[src/rtl/path_decision_unit.sv]
// Viterbi path decision: snapshots eight 3-step path metrics, scans them one per cycle,
// and reports the minimum-metric path index, its metric and the margin to the runner-up.
module path_decision_unit #(
    parameter int METRIC_W = 4
) (
    input  logic                clk,
    input  logic                rst,
    input  logic                refresh,
    input  logic                valid_in,
    input  logic [METRIC_W-1:0] branch_metric_00_0,
    input  logic [METRIC_W-1:0] branch_metric_00_1,
    input  logic [METRIC_W-1:0] branch_metric_01_0,
    input  logic [METRIC_W-1:0] branch_metric_01_1,
    input  logic [METRIC_W-1:0] branch_metric_10_0,
    input  logic [METRIC_W-1:0] branch_metric_10_1,
    input  logic [METRIC_W-1:0] branch_metric_11_0,
    input  logic [METRIC_W-1:0] branch_metric_11_1,
    output logic                ready,
    output logic                valid_out,
    output logic [2:0]          decoded_bits,
    output logic [METRIC_W-1:0] min_metric,
    output logic [METRIC_W-1:0] margin,
    output logic                overrun
);

    typedef enum logic [1:0] {
        S_IDLE = 2'd0,
        S_SCAN = 2'd1,
        S_DONE = 2'd2
    } state_t;

    localparam logic [METRIC_W-1:0] METRIC_MAX  = {METRIC_W{1'b1}};
    localparam logic [METRIC_W-1:0] METRIC_ZERO = {METRIC_W{1'b0}};

    state_t              r_state;
    state_t              w_next_state;
    logic [METRIC_W-1:0] w_in [8];
    logic [METRIC_W-1:0] r_snap [8];
    logic [2:0]          r_idx;
    logic [METRIC_W-1:0] r_best;
    logic [METRIC_W-1:0] r_second;
    logic [2:0]          r_best_idx;
    logic [METRIC_W-1:0] w_cur;
    logic [METRIC_W-1:0] w_best_nxt;
    logic [METRIC_W-1:0] w_second_nxt;
    logic [2:0]          w_best_idx_nxt;
    logic                r_valid_out;
    logic [2:0]          r_decoded_bits;
    logic [METRIC_W-1:0] r_min_metric;
    logic [METRIC_W-1:0] r_margin;
    logic                r_overrun;

    // Path index is {X,Y,Z} of branch_metric_XY_Z.
    assign w_in[0] = branch_metric_00_0;
    assign w_in[1] = branch_metric_00_1;
    assign w_in[2] = branch_metric_01_0;
    assign w_in[3] = branch_metric_01_1;
    assign w_in[4] = branch_metric_10_0;
    assign w_in[5] = branch_metric_10_1;
    assign w_in[6] = branch_metric_11_0;
    assign w_in[7] = branch_metric_11_1;

    assign w_cur        = r_snap[r_idx];
    assign ready        = (r_state == S_IDLE);
    assign valid_out    = r_valid_out;
    assign decoded_bits = r_decoded_bits;
    assign min_metric   = r_min_metric;
    assign margin       = r_margin;
    assign overrun      = r_overrun;

    // State register.
    always_ff @(posedge clk or negedge rst) begin
        if (!rst) begin
            r_state <= S_IDLE;
        end else begin
            r_state <= w_next_state;
        end
    end

    // Next-state logic; refresh aborts any scan.
    always_comb begin
        w_next_state = r_state;
        if (refresh) begin
            w_next_state = S_IDLE;
        end else begin
            case (r_state)
                S_IDLE: begin
                    if (valid_in) begin
                        w_next_state = S_SCAN;
                    end else begin
                        w_next_state = S_IDLE;
                    end
                end
                S_SCAN: begin
                    if (r_idx == 3'd7) begin
                        w_next_state = S_DONE;
                    end else begin
                        w_next_state = S_SCAN;
                    end
                end
                S_DONE:  w_next_state = S_IDLE;
                default: w_next_state = S_IDLE;
            endcase
        end
    end

    // Strict less-than keeps the lower index on ties and pushes the tie into second.
    always_comb begin
        w_best_nxt     = r_best;
        w_second_nxt   = r_second;
        w_best_idx_nxt = r_best_idx;
        if (w_cur < r_best) begin
            w_second_nxt   = r_best;
            w_best_nxt     = w_cur;
            w_best_idx_nxt = r_idx;
        end else if (w_cur < r_second) begin
            w_second_nxt = w_cur;
        end else begin
            w_second_nxt = r_second;
        end
    end

    // Snapshot, scan accumulators, result registers and sticky overrun flag.
    always_ff @(posedge clk or negedge rst) begin
        if (!rst) begin
            for (int i = 0; i < 8; i++) begin
                r_snap[i] <= METRIC_ZERO;
            end
            r_idx          <= 3'd0;
            r_best         <= METRIC_ZERO;
            r_second       <= METRIC_ZERO;
            r_best_idx     <= 3'd0;
            r_valid_out    <= 1'b0;
            r_decoded_bits <= 3'd0;
            r_min_metric   <= METRIC_ZERO;
            r_margin       <= METRIC_ZERO;
            r_overrun      <= 1'b0;
        end else if (refresh) begin
            r_idx          <= 3'd0;
            r_valid_out    <= 1'b0;
            r_decoded_bits <= 3'd0;
            r_min_metric   <= METRIC_ZERO;
            r_margin       <= METRIC_ZERO;
            r_overrun      <= 1'b0;
        end else begin
            r_valid_out <= 1'b0;
            if (valid_in && (r_state != S_IDLE)) begin
                r_overrun <= 1'b1;
            end else begin
                r_overrun <= r_overrun;
            end
            case (r_state)
                S_IDLE: begin
                    if (valid_in) begin
                        r_snap     <= w_in;
                        r_idx      <= 3'd0;
                        r_best     <= METRIC_MAX;
                        r_second   <= METRIC_MAX;
                        r_best_idx <= 3'd0;
                    end else begin
                        r_idx <= 3'd0;
                    end
                end
                S_SCAN: begin
                    r_best     <= w_best_nxt;
                    r_second   <= w_second_nxt;
                    r_best_idx <= w_best_idx_nxt;
                    r_idx      <= r_idx + 3'd1;
                    if (r_idx == 3'd7) begin
                        r_valid_out    <= 1'b1;
                        r_decoded_bits <= w_best_idx_nxt;
                        r_min_metric   <= w_best_nxt;
                        r_margin       <= w_second_nxt - w_best_nxt;
                    end else begin
                        r_valid_out <= 1'b0;
                    end
                end
                S_DONE: begin
                    r_idx <= 3'd0;
                end
                default: begin
                    r_idx <= 3'd0;
                end
            endcase
        end
    end

endmodule
[config.mk]
export PLATFORM = sky130hd
export DESIGN_NAME = path_decision_unit
export DESIGN_NICKNAME = d
export VERILOG_FILES = /design/src/rtl/path_decision_unit.sv
export SDC_FILE = /design/constraint.sdc
export NUM_CORES = 1
export LEC_CHECK = 0
export CAP_MARGIN = 5
export CORE_ASPECT_RATIO = 1.1
export CORE_UTILIZATION = 45
export CTS_BUF_LIST = sky130_fd_sc_hd__clkbuf_8
export CTS_CLUSTER_SIZE = 8
export DETAILED_ROUTE_END_ITERATION = 8
export DONT_BUFFER_PORTS = 1
export SLEW_MARGIN = 10
export SYNTH_ARGS = -nofsm -noshare
export SYNTH_HDL_FRONTEND = slang
export SYNTH_SLANG_ARGS = --single-unit
[constraint.sdc]
create_clock -name clk -period 8.34 [get_ports clk]
set_input_delay 0.834 -clock clk [delete_from_list [all_inputs] [get_ports clk]]
set_output_delay 0.834 -clock clk [all_outputs]
set_load 0.01 [all_outputs]
**Word-level counts from Yosys, hierarchy flattened**

Index checks and enable logic that the tools add are counted.

- Multiplexer cells: 32
- Reduce and logical (&&, ||, !) cells: 10
- Add/subtract/negate cells: 2
- $lt $le $gt $ge: 3
- Bitwise gates (word level): 2
- Equality and inequality tests: 3

Operator list:

| kind | count |
|---|---|
| $mux W4 | 12 |
| $mux W3 | 7 |
| $pmux W4 S2 | 2 |
| $bmux W4 S3 | 1 |
| $reduce_bool A2 Y1 | 5 |
| $lt A4 B4 Y1 | 2 |
| $mux W1 | 6 |
| $pmux W3 S2 | 1 |
| $reduce_and A3 Y1 | 2 |
| $ge A4 B4 Y1 const B | 1 |
| $mux W2 | 2 |
| $not A3 Y4 | 1 |
| $pmux W2 S2 | 1 |
| $sub A4 B4 Y4 | 1 |
| $add A3 B1 Y3 const B | 1 |
| $eq A3 B3 Y1 const B | 1 |
| $eq A2 B1 Y1 const B | 1 |
| $logic_not A2 Y1 | 1 |
| $ne A2 B2 Y1 const B | 1 |
| $reduce_and A2 Y1 | 1 |
| $logic_and A1 B1 Y1 | 1 |
| $not A1 Y1 | 1 |

- Output and inout port bits: 14
- Input port bits: 36
- Flip-flop bits (word level): 61
- Word-level logic and storage cells: 70

**Longest topological paths before layout**

Gate-level depths: netlist (run 1).

- Depth in word-level cells: 11
- Mapped depth: 18
- Gate-level depth less buffers: 16

**Least setup slack after synthesis (run 1)**

OpenSTA, ideal clock, no wires.

- Path type: register to register
- From: register r_idx[0]
- To: register r_margin[3] (netlist: margin[3])
- Buffers on the path: 2
- Path slack: 4.323 ns
- Arrival time: 3.891 ns
- Library setup time: 0.126 ns
- Data required time: 8.214 ns
- Stages on the path, launching flop included: 18
- Clock period less this slack: 4.017 ns
- Cells stage by stage: dfrtp_1 -> buf_4 -> mux4_2 -> mux2_2 -> ha_1 -> o21ai_0 -> nand2b_1 -> a21oi_1 -> a31o_2 -> buf_2 -> mux2i_1 -> ha_1 -> a21oi_1 -> o21ai_0 -> xor2_1 -> xnor2_1 -> nor3b_2 -> a221o_1

- Cells in the longest elaborated chain, start to end: 11
- Elaborated cells between the ends (all ways): 16
- Those cells by class: add/sub (1); order compare (2); eq/ne (1); mux (9); bitwise (1); reduce/logical (2)

Ends and longest elaborated chain:

| what | line | source |
|---|---|---|
| from (decl) | 39 | `logic [2:0] r_idx;` |
| from (signal assigned) | 168 | `r_idx <= r_idx + 3'd1;` |
| $not A3 Y4 (implied by the code) | 63 | `assign w_cur = r_snap[r_idx];` |
| $bmux W4 S3 | 63 |  |
| $mux W4 (implied by the code) (2 in series) | 63 |  |
| $lt A4 B4 Y1 | 116 | `end else if (w_cur < r_second) begin` |
| $mux W4 | 116 |  |
| $mux W4 | 112 | `if (w_cur < r_best) begin` |
| $sub A4 B4 Y4 | 173 | `r_margin <= w_second_nxt - w_best_nxt;` |
| $mux W4 | 169 | `if (r_idx == 3'd7) begin` |
| $mux W4 | 152 | `case (r_state)` |
| $mux W4 | 138 | `end else if (refresh) begin` |
| to (signal assigned) | 173 |  |
| to (decl) | 50 | `logic [METRIC_W-1:0] r_margin;` |

Several ways; a longest one is shown, not always the timed one. The select of a mux whose other input is x is not followed.
A chain may end at the register's enable or synchronous reset.

**Worst setup path after layout (run 1)**

Same ends and word-level chain as after synthesis.

==> results of run 1 <==
-- area by class of cell --
type,instances,share of cell area [%]
Clock buffer,12,5.11
Timing Repair Buffer,1,0.232
Multi-Input combinational cell,162,43.4
Tap cell,80,3.10
Inverter,12,1.39
Clock inverter,2,0.310
Sequential cell,60,46.4
-- power groups by stage --
stage               Sequential (mW)  Combinational [mW]  Clock [mW]
floorplan                     0.354               0.211           0
global placement              0.365               0.242           0
detailed placement            0.366               0.247           0
CTS                           0.361               0.247       0.241
global route                  0.367               0.277       0.253
finish                        0.361               0.244       0.233
-- cells by family after synthesis --
kind of cell,share of synthesized area (%)
adder cells (fa/ha/maj),5.69
flip-flops,50.2
multiplexers,22.4
AO/OA/AOI/OAI,10.4
XOR/XNOR,1.17
buffers and inverters,3.14
AND/OR/NAND/NOR,7.07
-- how the worst min path moves through the flow --
stage | cells after the start | endpoint | startpoint
2_1_floorplan | 1 | r_best_idx[0] | r_best_idx[0]
3_3_place_gp | 1 | r_snap[15] | r_snap[15]
3_5_place_dp | 1 | r_best_idx[1] | r_best_idx[1]
4_1_cts | 0 | r_state[1] | rst
5_1_grt | 0 | r_state[1] | rst
6_report | 0 | r_state[1] | rst
-- through the flow --
stage	std cells	instance area, um^2	hold slack, ns	utilization (%)	setup WS, ns
2_1_floorplan	243	2990	0.465	-	4.32
3_3_place_gp	315	3060	0.487	48.5	3.83
3_5_place_dp	315	3060	0.484	48.5	3.72
5_1_grt	329	3230	0.161	51.3	3.33
4_1_cts	329	3230	0.170	51.3	3.70
6_report	329	3230	0.188	51.3	3.77
-- state kept, by name (all words and copies together) (netlist names) --
signal	cells
overrun	1
r_best_idx	3
r_best	4
min_metric	4
r_idx	3
r_second	4
margin	4
decoded_bits	3
r_state	2
r_snap	32
-- synth_stat cells, types with 2 or more instances --
master / count / area share [%]
mux4_2: 5 / 3.8
a22o_1: 6 / 1.8
a2bb2oi_1: 2 / 0.59
o21ai_1: 2 / 0.33
xor2_1: 2 / 0.59
dfrtp_1: 60 / 50
a22oi_1: 3 / 0.75
clkbuf_1: 4 / 0.50
xnor2_1: 2 / 0.59
inv_1: 11 / 1.4
a31oi_1: 3 / 0.63
a21oi_1: 11 / 1.8
mux2_2: 37 / 14
and3_1: 2 / 0.42
a21o_1: 2 / 0.50
ha_1: 12 / 5.0
nor3_1: 2 / 0.33
o22a_1: 2 / 0.59
o21ai_0: 10 / 1.7
mux2i_1: 10 / 3.3
nor2_1: 10 / 1.3
a211o_1: 2 / 0.59
mux2_4: 2 / 1.0
and2_1: 2 / 0.42
buf_2: 3 / 0.50
nand2_1: 17 / 2.1
nand2b_1: 2 / 0.42
-- routing by layer --
metal  routed length (um)  vias to the layer above  global-route usage [%]
met5                    0                        -                       0
met4                  109                        0                    9.74
met3                  320                       11                    5.52
met2                 2540                       47                    25.7
met1                 2640                      887                    24.9
li1                     -                      882                       -
-- worst register-to-register path, stage by stage (launching register included) --
cell	delay [ns]
dfrtp_1	0.73
mux4_2	0.57
mux2_2	0.31
ha_1	0.28
o21ai_0	0.17
nand2b_1	0.07
a21oi_1	0.17
a31o_2	0.40
mux2i_1	0.40
inv_1	0.08
ha_1	0.28
nand2_1	0.04
o21ai_0	0.19
xor2_1	0.26
xnor2_1	0.15
nor2_1	0.05
a221o_1	0.30
-- cells in the final DEF (no fill, tap or decap), drive strengths merged, types with 6 or more instances in the layout --
master / instances
a21oi: 11
a22o: 6
clkbuf: 12
dfrtp: 60
ha: 12
inv: 11
mux2: 40
mux2i: 10
nand2: 17
nor2: 10
o21ai: 12
==> key figures, run 1 <==
Run status
  – Run status: finished clean

Clock network
  – Worst-Skew Late Latency: ~0.33 ns
  – Clock Path Buffers: 2
  – Clock Sinks: 60
  – CTS Root Cell: clkbuf_8
  – Clk slew on worst S/H paths: 0.06 ns
  – H-tree depth: 3
  – Post-CTS Setup Repair Bufs: 0
  – Total CTS buffers: 9
  – CTS tree: done
  – Cts hold-fix bufs: 0
  – Post-cts resize count: 0

Setup path
  – Worst Setup SP: r_idx[0]
  – Required time of the critical path: 8.56 ns
  – CP peak stage delay: 0.73 ns
  – Crit end category: register
  – CP Max Fanout: 15
  – Reg2Reg Depth: 16
  – Worst R2R Start: r_idx[0]
  – Cell family with most CP delay: multiplexers
  – R2r endpoint: margin[3]
  – CP max-delay cell: dfrtp_1
  – Worst Setup EP: margin[3]
  – CP bufs+invs: 1
  – Stages on worst setup path: 16
  – R2r setup slk: 3.77 ns
  – CP cell instances: mux4_2, mux2_2, ha_1, o21ai_0, nand2b_1, a21oi_1, a31o_2, mux2i_1, inv_1, ha_1, nand2_1, o21ai_0, xor2_1, xnor2_1, nor2_1, a221o_1
  – Crit path kind: register to register
  – WP data arrival: roughly 4.8 ns
  – Critical path startpoint category: register

Timing
  – Fin crit share: about 55%
  – Setup_tns: 0 ns
  – Max Slew Vio Count: 0
  – Relative slew slack: between 30% and 40%
  – Worst Tran Pin Value: 0.934 ns
  – Final hold violations: 0
  – Final setup fails: 0
  – Fin crit period: approximately 4.6 ns
  – Clk_skew: 0.00722 ns
  – RSZ-0062 raised after global routing: false
  – Fmax: 0.219 GHz

Routing
  – ANT nets after route: 0
  – DRC viols: 0
  – Via density: 5.55
  – Vias: between 1500 and 2000
  – WL/cell: 17.0 um
  – DRT iter0 DRCs: approximately 130
  – Drt total wl: 5600 um
  – Initial DRT Pass Iterations: 4

Pwr
  – Sw Share: 30.1%
  – Gate power share: 29.1%
  – Static Leak: roughly 1.5 nW
  – Clk pwr share: roughly 28%
  – Int Power: 0.585 mW
  – Total Power: roughly 0.84 mW
  – NetSw: 0.252 mW
  – Sequential Power Share: 43.1%
  – Maximum vdd ir drop: around 110 uV
  – Pwr/cell area: 259 nW/um^2

Final layout
  – Ant. Diodes: 0
  – Number of fill cells: 544
  – Layout area overhead: 8.03%
  – Share of layout cells above drive strength 1: between 20% and 30%
  – Seq. cell area: roughly 1500 um^2
  – Nets: around 300
  – Area of the multi-input gates: 1400 um^2

Placement
  – GP Congestion: 0.777
  – PortBufs: 0
  – HPWL after detailed placement: 4010 um

Flow run
  – Max-Cap Viols: 0

Synthesis
  – Synth Cell Area: 2990 um^2
  – Syn. warnings: 0
  – Post-Syn Instances: between 200 and 250
  – Net Count, Synth: just under 300
  – Ys async rst share: 100%
  – Avg Cell Area, Syn: 12.3 um^2
  – Ys flop type: dfrtp_1
  – Sequential fraction of the synthesis area: between 50 and 60%
  – EDFF count, synth: 0
  – #FFs+latches synth: 60
  – Distinct cell type count after synthesis: between 40 and 50

Floorplanning
  – Die width: 79.8 um
  – Die ar.: 6980 um^2
  – Initial Util: 47.5%
  – Die height: 87.5 um
  – Site Rows: 30
  – Area of the core: 6310 um^2
  – Num ports: 50

Worst hold path
  – Worst hold path type: input pin to async pin

Global routing
  – First-pass GRT wire length: around 9400 um
  – Via count of the first global-routing pass: 1889
  – Pin count of the biggest net entering global routing: 61
  – Initial antenna violation count: 0
  – GRT Overall Usage: 18.1%
  – GRT overflow: 0
(Power assumes the default switching activity.)
==> inputs of run 2 (changes only) <==
==> constraint.sdc (replaced) <==
create_clock -name clk -period 4.2 [get_ports clk]
set_input_delay 0.42 -clock clk [delete_from_list [all_inputs] [get_ports clk]]
set_output_delay 0.42 -clock clk [all_outputs]
set_load 0.01 [all_outputs]
==> run 2 against run 1 <==
Effect of this change: sequential share of layout area is 1.8 points lower; routed wire length increased by 3.3%; die area is the same; hold slack got worse by 0.043 ns; critical path depth grew 1; non-clock buffer count is 10 higher; global-route usage is 0.55 points higher; maximum frequency up 15%; critical path type unchanged; largest cell class unchanged.
==> key figures, run 2 (synthesized netlist as in run 1, its figures left out) <==
Run status
  – Run status: finished clean

Timing
  – Final setup fails: 0
  – Relative slew slack: 40.3%
  – Fmax: 0.251 GHz
  – Worst Tran Pin Value: 0.891 ns
  – Max Slew Vio Count: 0
  – Fin crit share: a little over nine tenths
  – Setup_tns: 0 ns
  – Fin crit period: 3.99 ns
  – Final hold violations: 0
  – Clk_skew: 0.00470 ns

Clock network
  – Clk slew on worst S/H paths: 0.06 ns
  – CTS Root Cell: clkbuf_8
  – H-tree depth: 3
  – CTS tree: done
  – Clock Path Buffers: 2
  – Total CTS buffers: 9
  – Worst-Skew Late Latency: approximately 0.33 ns
  – Clock Sinks: 60

Setup path
  – WP data arrival: about 4.2 ns
  – CP cell instances: mux2_2, mux4_2, ha_1, a21oi_2, nand3b_1, a21oi_2, or2_1, a211o_1, nand2_1, ha_1, a21oi_1, o21ai_0, xor2_1, buf_4, xnor2_1, nor3b_2, a221o_1
  – Crit end category: register
  – R2r setup slk: 0.21 ns
  – CP max-delay cell: mux4_2
  – Crit path kind: register to register
  – CP Max Fanout: 5
  – Required time of the critical path: about 4.4 ns
  – Critical path startpoint category: register
  – R2r endpoint: margin[3]
  – Worst R2R Start: r_idx[2]
  – CP peak stage delay: 0.52 ns
  – CP bufs+invs: 1
  – Reg2Reg Depth: 17
  – Cell family with most CP delay: compound AO/OA/AOI/OAI gates

Final layout
  – Commonest non-fill, non-tap cells in the layout: 58 x dfrtp_1, 37 x mux2_2, 17 x nand2_1, 12 x inv_1, 12 x ha_1
  – Nets: 305
  – Layout area overhead: 12.5%
  – Ant. Diodes: 0
  – Number of fill cells: about 570
  – Share of layout cells above drive strength 1: between 20 and 30%
  – Most common cell after layout, fill and taps aside: dfrtp_1
  – Fin cells: approximately 340
  – Most flop-heavy register: r_snap
  – Largest register FFs: 32

Pwr
  – Pwr/cell area: roughly 530 nW/um^2
  – Total Power: around 1.8 mW
  – Gate power share: 31.9%
  – Static Leak: 1.54 nW
  – Int Power: between 1 and 1.5 mW
  – Maximum vdd ir drop: 253 uV
  – Clk pwr share: 28.2%
  – Sw Share: 29.9%
  – Sequential Power Share: 39.9%
  – NetSw: 0.535 mW

Global routing
  – Pin count of the biggest net entering global routing: roughly 60
  – GRT overflow: 0
  – Initial antenna violation count: 0
  – First-pass GRT wire length: 9770 um
  – GRT Overall Usage: 18.7%
  – Via count of the first global-routing pass: roughly 2000

Routing
  – Max layer used: met4
  – WL met2: 2730 um
  – Drt total wl: 5790 um
  – WL/cell: 17.1 um
  – DRT iter0 DRCs: 99
  – Initial DRT Pass Iterations: 4
  – WL met3: 313 um
  – ANT nets after route: 0
  – DRC viols: 0
  – Vias: 1906
  – Via density: 5.62
  – Met1 WL: approximately 2600 um

Floorplanning
  – Die width: 79.8 um
  – Area of the core: 6310 um^2
  – Site Rows: 30
  – Die height: 87.5 um
  – Die ar.: roughly 7000 um^2
  – Initial Util: between 40% and 50%
  – Num ports: 50

Worst hold path
  – Worst hold path type: input pin to register
  – Worst Hold Depth: 1
  – Hold path start: refresh
  – Worst hold endpoint: overrun

Placement
  – PortBufs: 0
  – GP Congestion: between 0.8 and 0.9
  – HPWL after detailed placement: 4100 um
  – Inst Count DP: 321

Flow run
  – Max-Cap Viols: 0
## run 2: power groups by stage
stage / logic (mW) / clock network [mW] / registers (mW)
final: 0.571 / 0.505 / 0.715
after global placement: 0.505 / 0 / 0.725
after global routing: 0.641 / 0.544 / 0.727
after CTS: 0.531 / 0.518 / 0.716
after floorplan: 0.420 / 0 / 0.702
after detailed placement: 0.511 / 0 / 0.725
## run 2: through the flow
| stage | util (%) | area (um^2) | setup slack, ns | hold slack [ns] |
|---|---|---|---|---|
| floorplan | - | 2990 | 0.183 | 0.124 |
| global placement | 49.2 | 3100 | 0.147 | 0.126 |
| detailed placement | 49.2 | 3100 | 0.0818 | 0.126 |
| CTS | 52.8 | 3330 | 0.0728 | 0.129 |
| global route | 53.4 | 3370 | -0.0130 | 0.129 |
| finish | 53.4 | 3370 | 0.212 | 0.146 |
## run 2: repair_timing
item | 4_1_cts | 5_1_grt
endpoints found under the hold margin | 60 | 0
resized for setup | 0 | 7
setup buffers | 0 | 2
hold buffers | 2 | 0
endpoints found under the setup margin | 0 | 1
## run 2: worst reg2reg max path, cell delays in order (launching register included)
cell and delay (ns):
dfrtp_2 0.43, mux2_2 0.35, mux4_2 0.52, ha_1 0.36, a21oi_2 0.09, nand3b_1 0.12, a21oi_2 0.05, or2_1 0.25
a211o_1 0.28, nand2_1 0.08, ha_1 0.26, a21oi_1 0.14, o21ai_0 0.11, xor2_1 0.17, buf_4 0.15, xnor2_1 0.11
nor3b_2 0.15, a221o_1 0.27
## run 2: cell type report
| type | instances | area [um^2] | area share (%) |
|---|---|---|---|
| clock buffer | 11 | 151 | 4.50 |
| sequential | 60 | 1500 | 44.7 |
| multi-input combinational | 162 | 1420 | 42.3 |
| inverter | 12 | 45.0 | 1.34 |
| timing repair buffer | 11 | 105 | 3.12 |
| tap | 80 | 100 | 2.97 |
| clock inverter | 3 | 38.8 | 1.15 |
## run 2: worst max path at each step
stage | endpoint | cells after the start | start
finish | margin[3] | 17 | r_idx[2]
floorplan | margin[3] | 17 | r_idx[0]
global route | margin[3] | 18 | r_idx[0]
detailed placement | margin[3] | 16 | r_idx[0]
CTS | margin[3] | 16 | r_idx[0]
global placement | margin[3] | 16 | r_idx[0]
## run 2: metal layers
layer | GRT usage, % | vias to the layer above
li1 | - | 902
met1 | 24.8 | 943
met2 | 28.6 | 51
met3 | 5.52 | 10
met4 | 7.79 | 0
met5 | 0 | -
==> inputs of run 3 (changes only) <==
--- a/config.mk
+++ b/config.mk
@@ -12,6 +12,7 @@
 export CTS_CLUSTER_SIZE = 8
 export DETAILED_ROUTE_END_ITERATION = 8
 export DONT_BUFFER_PORTS = 1
+export SKIP_LAST_GASP = 1
 export SLEW_MARGIN = 10
 export SYNTH_ARGS = -nofsm -noshare
 export SYNTH_HDL_FRONTEND = slang
==> results of run 3 <==
The final DEF is identical to that of run 2; final timing and power are the same.
